--- src/rtl/l2mp_trace_pkg.sv ---
// Shared types and constants for the L2 main-pipe trace collector.
// Record layout is common to the filter, the FIFO and the output mapping.
package l2mp_trace_pkg;

    localparam int SSET_W      = 9;
    localparam int TAG_W       = 19;
    localparam int ID_W        = 8;
    localparam int WAY_W       = 3;
    localparam int OPC_W       = 3;
    localparam int CH_W        = 3;
    localparam int STAMP_MAX_W = 64;

    localparam logic [CH_W-1:0] CH_A = 3'b001;
    localparam logic [CH_W-1:0] CH_B = 3'b010;
    localparam logic [CH_W-1:0] CH_C = 3'b100;

    typedef struct packed {
        logic [WAY_W-1:0]       metaWway;
        logic                   metaWvalid;
        logic [ID_W-1:0]        mshrId;
        logic [ID_W-1:0]        allocPtr;
        logic                   allocValid;
        logic [WAY_W-1:0]       dirWay;
        logic                   dirHit;
        logic [SSET_W-1:0]      sset;
        logic [TAG_W-1:0]       tag;
        logic [OPC_W-1:0]       opcode;
        logic [CH_W-1:0]        channel;
        logic                   mshrTask;
        logic [STAMP_MAX_W-1:0] stamp;
    } l2mp_rec_t;

    function automatic logic chanHit(
        input logic [CH_W-1:0] ch,
        input logic [CH_W-1:0] mask
    );
        return |(ch & mask);
    endfunction

endpackage

--- src/rtl/l2mp_trace_fifo.sv ---
// Record FIFO with wrap-bit pointers; a full FIFO still takes a push
// when the head is popped in the same cycle.
module l2mp_trace_fifo
    import l2mp_trace_pkg::*;
#(
    parameter int DEPTH = 8,
    localparam int AW   = $clog2(DEPTH)
) (
    input  logic        clock,
    input  logic        reset,
    input  logic        push,
    input  l2mp_rec_t   wrData,
    input  logic        pop,
    output l2mp_rec_t   rdData,
    output logic        full,
    output logic        empty,
    output logic [AW:0] level
);

    logic [AW:0] wrPtr;
    logic [AW:0] rdPtr;
    logic        doPush;
    logic        doPop;
    l2mp_rec_t   mem [DEPTH];

    assign empty  = (wrPtr == rdPtr);
    assign full   = (wrPtr[AW-1:0] == rdPtr[AW-1:0]) &&
                    (wrPtr[AW] != rdPtr[AW]);
    assign doPop  = pop & ~empty;
    assign doPush = push & (~full | doPop);
    assign level  = wrPtr - rdPtr;
    assign rdData = mem[rdPtr[AW-1:0]];

    // Pointer advance on accepted push/pop.
    always_ff @(posedge clock or posedge reset) begin
        if (reset) begin
            wrPtr <= '0;
            rdPtr <= '0;
        end else begin
            if (doPush) wrPtr <= wrPtr + 1'b1;
            if (doPop)  rdPtr <= rdPtr + 1'b1;
        end
    end

    // Storage is cleared so the head reads as zero after reset.
    always_ff @(posedge clock or posedge reset) begin
        if (reset) begin
            for (int i = 0; i < DEPTH; i++) mem[i] <= '0;
        end else if (doPush) begin
            mem[wrPtr[AW-1:0]] <= wrData;
        end
    end

endmodule

--- src/rtl/l2mp_trace_collector.sv ---
// Filters stage-3 task metadata by channel, stamps and buffers it,
// and drains one record per cycle to the trace writer.
module l2mp_trace_collector
    import l2mp_trace_pkg::*;
#(
    parameter int DEPTH   = 8,
    parameter int STAMP_W = 64,
    parameter int CNT_W   = 32,
    localparam int LW     = $clog2(DEPTH) + 1
) (
    input  logic               clock,
    input  logic               reset,
    input  logic               cfg_enable,
    input  logic [CH_W-1:0]    cfg_channel_mask,
    input  logic               out_stall,
    input  logic               in_valid,
    input  logic [WAY_W-1:0]   in_metaWway,
    input  logic               in_metaWvalid,
    input  logic [ID_W-1:0]    in_mshrId,
    input  logic [ID_W-1:0]    in_allocPtr,
    input  logic               in_allocValid,
    input  logic [WAY_W-1:0]   in_dirWay,
    input  logic               in_dirHit,
    input  logic [SSET_W-1:0]  in_sset,
    input  logic [TAG_W-1:0]   in_tag,
    input  logic [OPC_W-1:0]   in_opcode,
    input  logic [CH_W-1:0]    in_channel,
    input  logic               in_mshrTask,
    output logic               out_en,
    output logic [WAY_W-1:0]   out_data_metaWway,
    output logic               out_data_metaWvalid,
    output logic [ID_W-1:0]    out_data_mshrId,
    output logic [ID_W-1:0]    out_data_allocPtr,
    output logic               out_data_allocValid,
    output logic [WAY_W-1:0]   out_data_dirWay,
    output logic               out_data_dirHit,
    output logic [SSET_W-1:0]  out_data_sset,
    output logic [TAG_W-1:0]   out_data_tag,
    output logic [OPC_W-1:0]   out_data_opcode,
    output logic [CH_W-1:0]    out_data_channel,
    output logic               out_data_mshrTask,
    output logic [STAMP_W-1:0] out_stamp,
    output logic [CNT_W-1:0]   drop_count,
    output logic               overflow,
    output logic [LW-1:0]      fifo_level
);

    logic [STAMP_W-1:0] stampCnt;
    logic               accept;
    logic               fifoFull;
    logic               fifoEmpty;
    logic               drop;
    l2mp_rec_t          inRec;
    l2mp_rec_t          headRec;

    assign accept = in_valid & cfg_enable &
                    chanHit(in_channel, cfg_channel_mask);
    assign out_en = ~fifoEmpty & ~out_stall;
    assign drop   = accept & fifoFull & ~out_en;

    // Bundle the sampled stage-3 fields with the current stamp.
    always_comb begin
        inRec            = '0;
        inRec.metaWway   = in_metaWway;
        inRec.metaWvalid = in_metaWvalid;
        inRec.mshrId     = in_mshrId;
        inRec.allocPtr   = in_allocPtr;
        inRec.allocValid = in_allocValid;
        inRec.dirWay     = in_dirWay;
        inRec.dirHit     = in_dirHit;
        inRec.sset       = in_sset;
        inRec.tag        = in_tag;
        inRec.opcode     = in_opcode;
        inRec.channel    = in_channel;
        inRec.mshrTask   = in_mshrTask;
        inRec.stamp      = STAMP_MAX_W'(stampCnt);
    end

    l2mp_trace_fifo #(.DEPTH(DEPTH)) uFifo (
        .clock  (clock),
        .reset  (reset),
        .push   (accept),
        .wrData (inRec),
        .pop    (out_en),
        .rdData (headRec),
        .full   (fifoFull),
        .empty  (fifoEmpty),
        .level  (fifo_level)
    );

    // Free-running capture timestamp, wraps naturally.
    always_ff @(posedge clock or posedge reset) begin
        if (reset) stampCnt <= '0;
        else       stampCnt <= stampCnt + 1'b1;
    end

    // Saturating drop counter and sticky overflow flag.
    always_ff @(posedge clock or posedge reset) begin
        if (reset) begin
            drop_count <= '0;
            overflow   <= 1'b0;
        end else if (drop) begin
            overflow <= 1'b1;
            if (drop_count != '1) drop_count <= drop_count + 1'b1;
        end
    end

    assign out_data_metaWway   = headRec.metaWway;
    assign out_data_metaWvalid = headRec.metaWvalid;
    assign out_data_mshrId     = headRec.mshrId;
    assign out_data_allocPtr   = headRec.allocPtr;
    assign out_data_allocValid = headRec.allocValid;
    assign out_data_dirWay     = headRec.dirWay;
    assign out_data_dirHit     = headRec.dirHit;
    assign out_data_sset       = headRec.sset;
    assign out_data_tag        = headRec.tag;
    assign out_data_opcode     = headRec.opcode;
    assign out_data_channel    = headRec.channel;
    assign out_data_mshrTask   = headRec.mshrTask;
    assign out_stamp           = headRec.stamp[STAMP_W-1:0];

endmodule
--- config.mk ---
export PLATFORM = sky130hd
export DESIGN_NAME = l2mp_trace_collector
export DESIGN_NICKNAME = d
export VERILOG_FILES = /design/src/rtl/l2mp_trace_pkg.sv /design/src/rtl/l2mp_trace_fifo.sv /design/src/rtl/l2mp_trace_collector.sv
export SDC_FILE = /design/constraint.sdc
export NUM_CORES = 2
export LEC_CHECK = 0
export CAP_MARGIN = 0
export CORE_MARGIN = 4
export CORE_UTILIZATION = 60
export DETAILED_ROUTE_END_ITERATION = 6
export HOLD_SLACK_MARGIN = 0.06
export PLACE_DENSITY = 0.79
export SETUP_SLACK_MARGIN = 0.15
export SLEW_MARGIN = 20
export SYNTH_ARGS = -nofsm -noshare
export SYNTH_HDL_FRONTEND = slang
export SYNTH_HIERARCHICAL = 1
export SYNTH_SLANG_ARGS = --single-unit
--- constraint.sdc ---
create_clock -name clock -period 61.3 [get_ports clock]
set_input_delay 6.13 -clock clock [delete_from_list [all_inputs] [get_ports clock]]
set_output_delay 6.13 -clock clock [all_outputs]
set_load 0.05 [all_outputs]
==> metrics.md <==
| Metric | Value |
|---|---|
| HPWL after DPL | 65800 um |
| Port bufs | 229 |
| GPL Wtd Cong | about 0.85 |
| Hold buffers post-CTS | 0 |
| Multi-input logic area | about 21000 sq um |
| Crit path largest cell delay | 0.90 ns |
| DR vias/cell | 6.18 |
| Largest net degree at the start of global routing | 205 |
| Number of global-route vias before repair | 32000 |
| # fillers | 5340 |
| Root buf cell | clkbuf_16 |
| 1st-pass router iterations | 5 |
| YS warnings | 6 |
| Startpoint Class | primary input |
| Floorplan row count | 105 |
| Core box area | 82100 sq um |
| Worst Setup Path Type | in -> out |
| TritonCTS clock tree | done |
| PD cells | 44.7 nW/um^2 |
| Clk sink count | 1097 |
| Mapped Nets | 3365 |
| Cells along the critical path | clkdlybuf4s50_1, nor2_1, clkdlybuf4s50_1 |
| Post-CTS setup buffers | 0 |
| Avg Cell Area, Syn | between 15 and 20 sq um |
| Post-Synthesis Cells | 3289 |
| Slew @ Worst Pin | approximately 1.2 ns |
| Crit share post-route | 22.7% |
| Nets@finish | between 3000 and 4000 |
| Congestion Overflow GR | 0 |
| Worst EP required | around 55 ns |
| R2r setup slk | 55.21 ns |
| DIE WIDTH | around 300 um |
| Final Skew | 0.0150 ns |
| Initial antenna violation count | 9 |
| Final Setup Violations | 0 |
| Post-Route WL | 115000 um |
| Highest clock rate | just over 0.07 GHz |
| Hold Violations, Final | 0 |
| Static Leak | 0.0270 uW |
| Yosys reg bits | approximately 1100 |
| Register area | 27500 sq um |
| First-pass GRT wire length | 183000 um |
| GRT Total Usage | between 20% and 30% |
| Cell repeated most along the worst path | clkdlybuf4s50_1 |
| # H-tree levels | 3 |
| Io pins | 230 |
| Post-CTS Resized | 0 |
| Worst-case clock buffer depth | 3 |
| Finished Layout Cells | 4642 |
| DRT iter0 DRCs | approximately 1900 |
| CP endpoint kind | output pin |
| Outcome | completed |
| Die area | approximately 87000 sq um |
| CTS clk-pin slew, worst paths | roughly 0.060 ns |
| CP arrival | 7.80 ns |
| Worst vdd ir | between 0.04 and 0.05 mV |
| TritonCTS Buffers | 111 |
| Die Span Y | 296 um |
| Max-cap violations | 0 |
| Layout cells sized above 1 | 41.3% |
| Synth top area share | between 50% and 60% |
| Starting density of the core | about three fifths |
| # DRC | 0 |
| Via count | 28700 |
| Distinct cell type count after synthesis | between 40 and 50 |
| Synth area leaders | dfrtp_1, mux2_2, mux4_2 |
| Post-Syn Area | between 40000 and 50000 sq um |
| Setup TNS Final | 0 ns |
| Clock Latency Late Sink | 0.66 ns |
| Min-delay worst type | reg -> reg |
| Dpl cells | about 4400 |
| Slew Viols, Final | 0 |
| Post-DRT Antenna Nets | 0 |
| Minimum clock period | 13.93 ns |
| Relative slew slack | 22.7% |
| Area delta synth->final | 13.9% |
| Slowest CP cell | clkdlybuf4s50_1 |
| Critical Path Fanout Max | 7 |
| Unrepaired setup endpoints after global routing | false |
| Post-synth top area cell | dfrtp_1 |
| Post-layout util | approximately 69% |
| WL/cell | about 25 um |
| Register area share after synthesis | a little under three fifths |
==> synth_stat cells, drive strengths merged <==
library cell     n
nand2          406
fa               1
mux2           995
mux4           248
xnor2           74
or3              6
a21o             1
and4             9
a222oi           1
nor2b            2
nand3           52
dfrtp         1097
nand2b           2
and3            18
or4b             1
nor2            33
nand4           40
inv             22
buf            141
clkbuf          56
and2            11
a21oi            1
a311o            1
a31oi            1
xor2            28
nand4b           3
nor3            18
nor4            10
ha               7
a2111oi          1
or4              3
==> per-layer routing <==
layer	track usage, %	vias up	share of wire (%)
met5	0	-	0.020
met4	8.37	4	2.7
met3	4.62	188	4.8
met2	46.1	712	51
met1	35.1	15400	41
li1	-	12300	-
==> cells in the final DEF, fill, tap and decap left out, types with 36 or more instances in the layout <==
master / instances
nand3_1: 50
nand2_1: 406
clkdlybuf4s50_1: 229
mux2_2: 856
dfrtp_1: 1094
clkbuf_16: 115
mux4_2: 248
nand4_1: 36
mux2_4: 120
xnor2_1: 73
==> registers in the layout, summed over array words and instances (netlist names) <==
register	count
stampCnt	64
uFifo/wrPtr	4
uFifo/mem	992
drop_count	32
uFifo/rdPtr	4
overflow	1
==> worst paths after layout <==
check                                 end           start  cells after the start
hold / removal                   overflow        overflow                      1
min in group asynchronous    stampCnt[43]           reset                      2
max in group asynchronous  uFifo/mem[324]           reset                      5
hold reg to reg                  overflow        overflow                      1
setup / recovery                   out_en       out_stall                      3
setup reg to reg           uFifo/mem[875]  uFifo/rdPtr[1]                     12
==> worst max-delay path, delay by kind of cell <==
| family | cells | cell delay (ns) |
|---|---|---|
| and+or+nand+nor | 1 | 0.36 |
| buffers and inverters | 2 | 1.31 |
==> cell type report <==
type | instances | share of cell area [%]
clock buffer | 170 | 6.05
timing repair buffer | 266 | 4.73
tap | 1070 | 2.37
clock inverter | 37 | 0.736
multi-input combinational | 1973 | 37.4
inverter | 22 | 0.168
sequential | 1097 | 48.5
antenna | 7 | 0.0310
==> power breakdown <==
group / leakage [uW] / switching [uW] / internal (uW)
clock: 0.00190 / 282 / 417
combinational: 0.0105 / 478 / 387
sequential: 0.0147 / 90.1 / 878
total: 0.0270 / 850 / 1680
==> through the flow <==
step	total power, uW	hold slack, ns	cell area, sq um	setup slack [ns]
3_5_place_dp	1850	0.456	52700	47.39
3_3_place_gp	1810	0.452	52700	47.34
4_1_cts	2550	0.473	56500	47.38
6_report	2530	0.466	56600	47.37
5_1_grt	2650	0.504	56600	47.33
2_1_floorplan	1590	0.459	49700	27.03
==> cells by family after synthesis <==
| kind of cell | synth area share (%) |
|---|---|
| xor gates and xnor gates | 1.81 |
| AOI/OAI and AO/OA | 0.121 |
| adders and majority gates | 0.217 |
| muxes | 34.7 |
| and+or+nand+nor | 5.62 |
| DFF | 55.2 |
| buffers and inverters | 2.29 |
No activity file was read; power rests on OpenSTA's default activity.
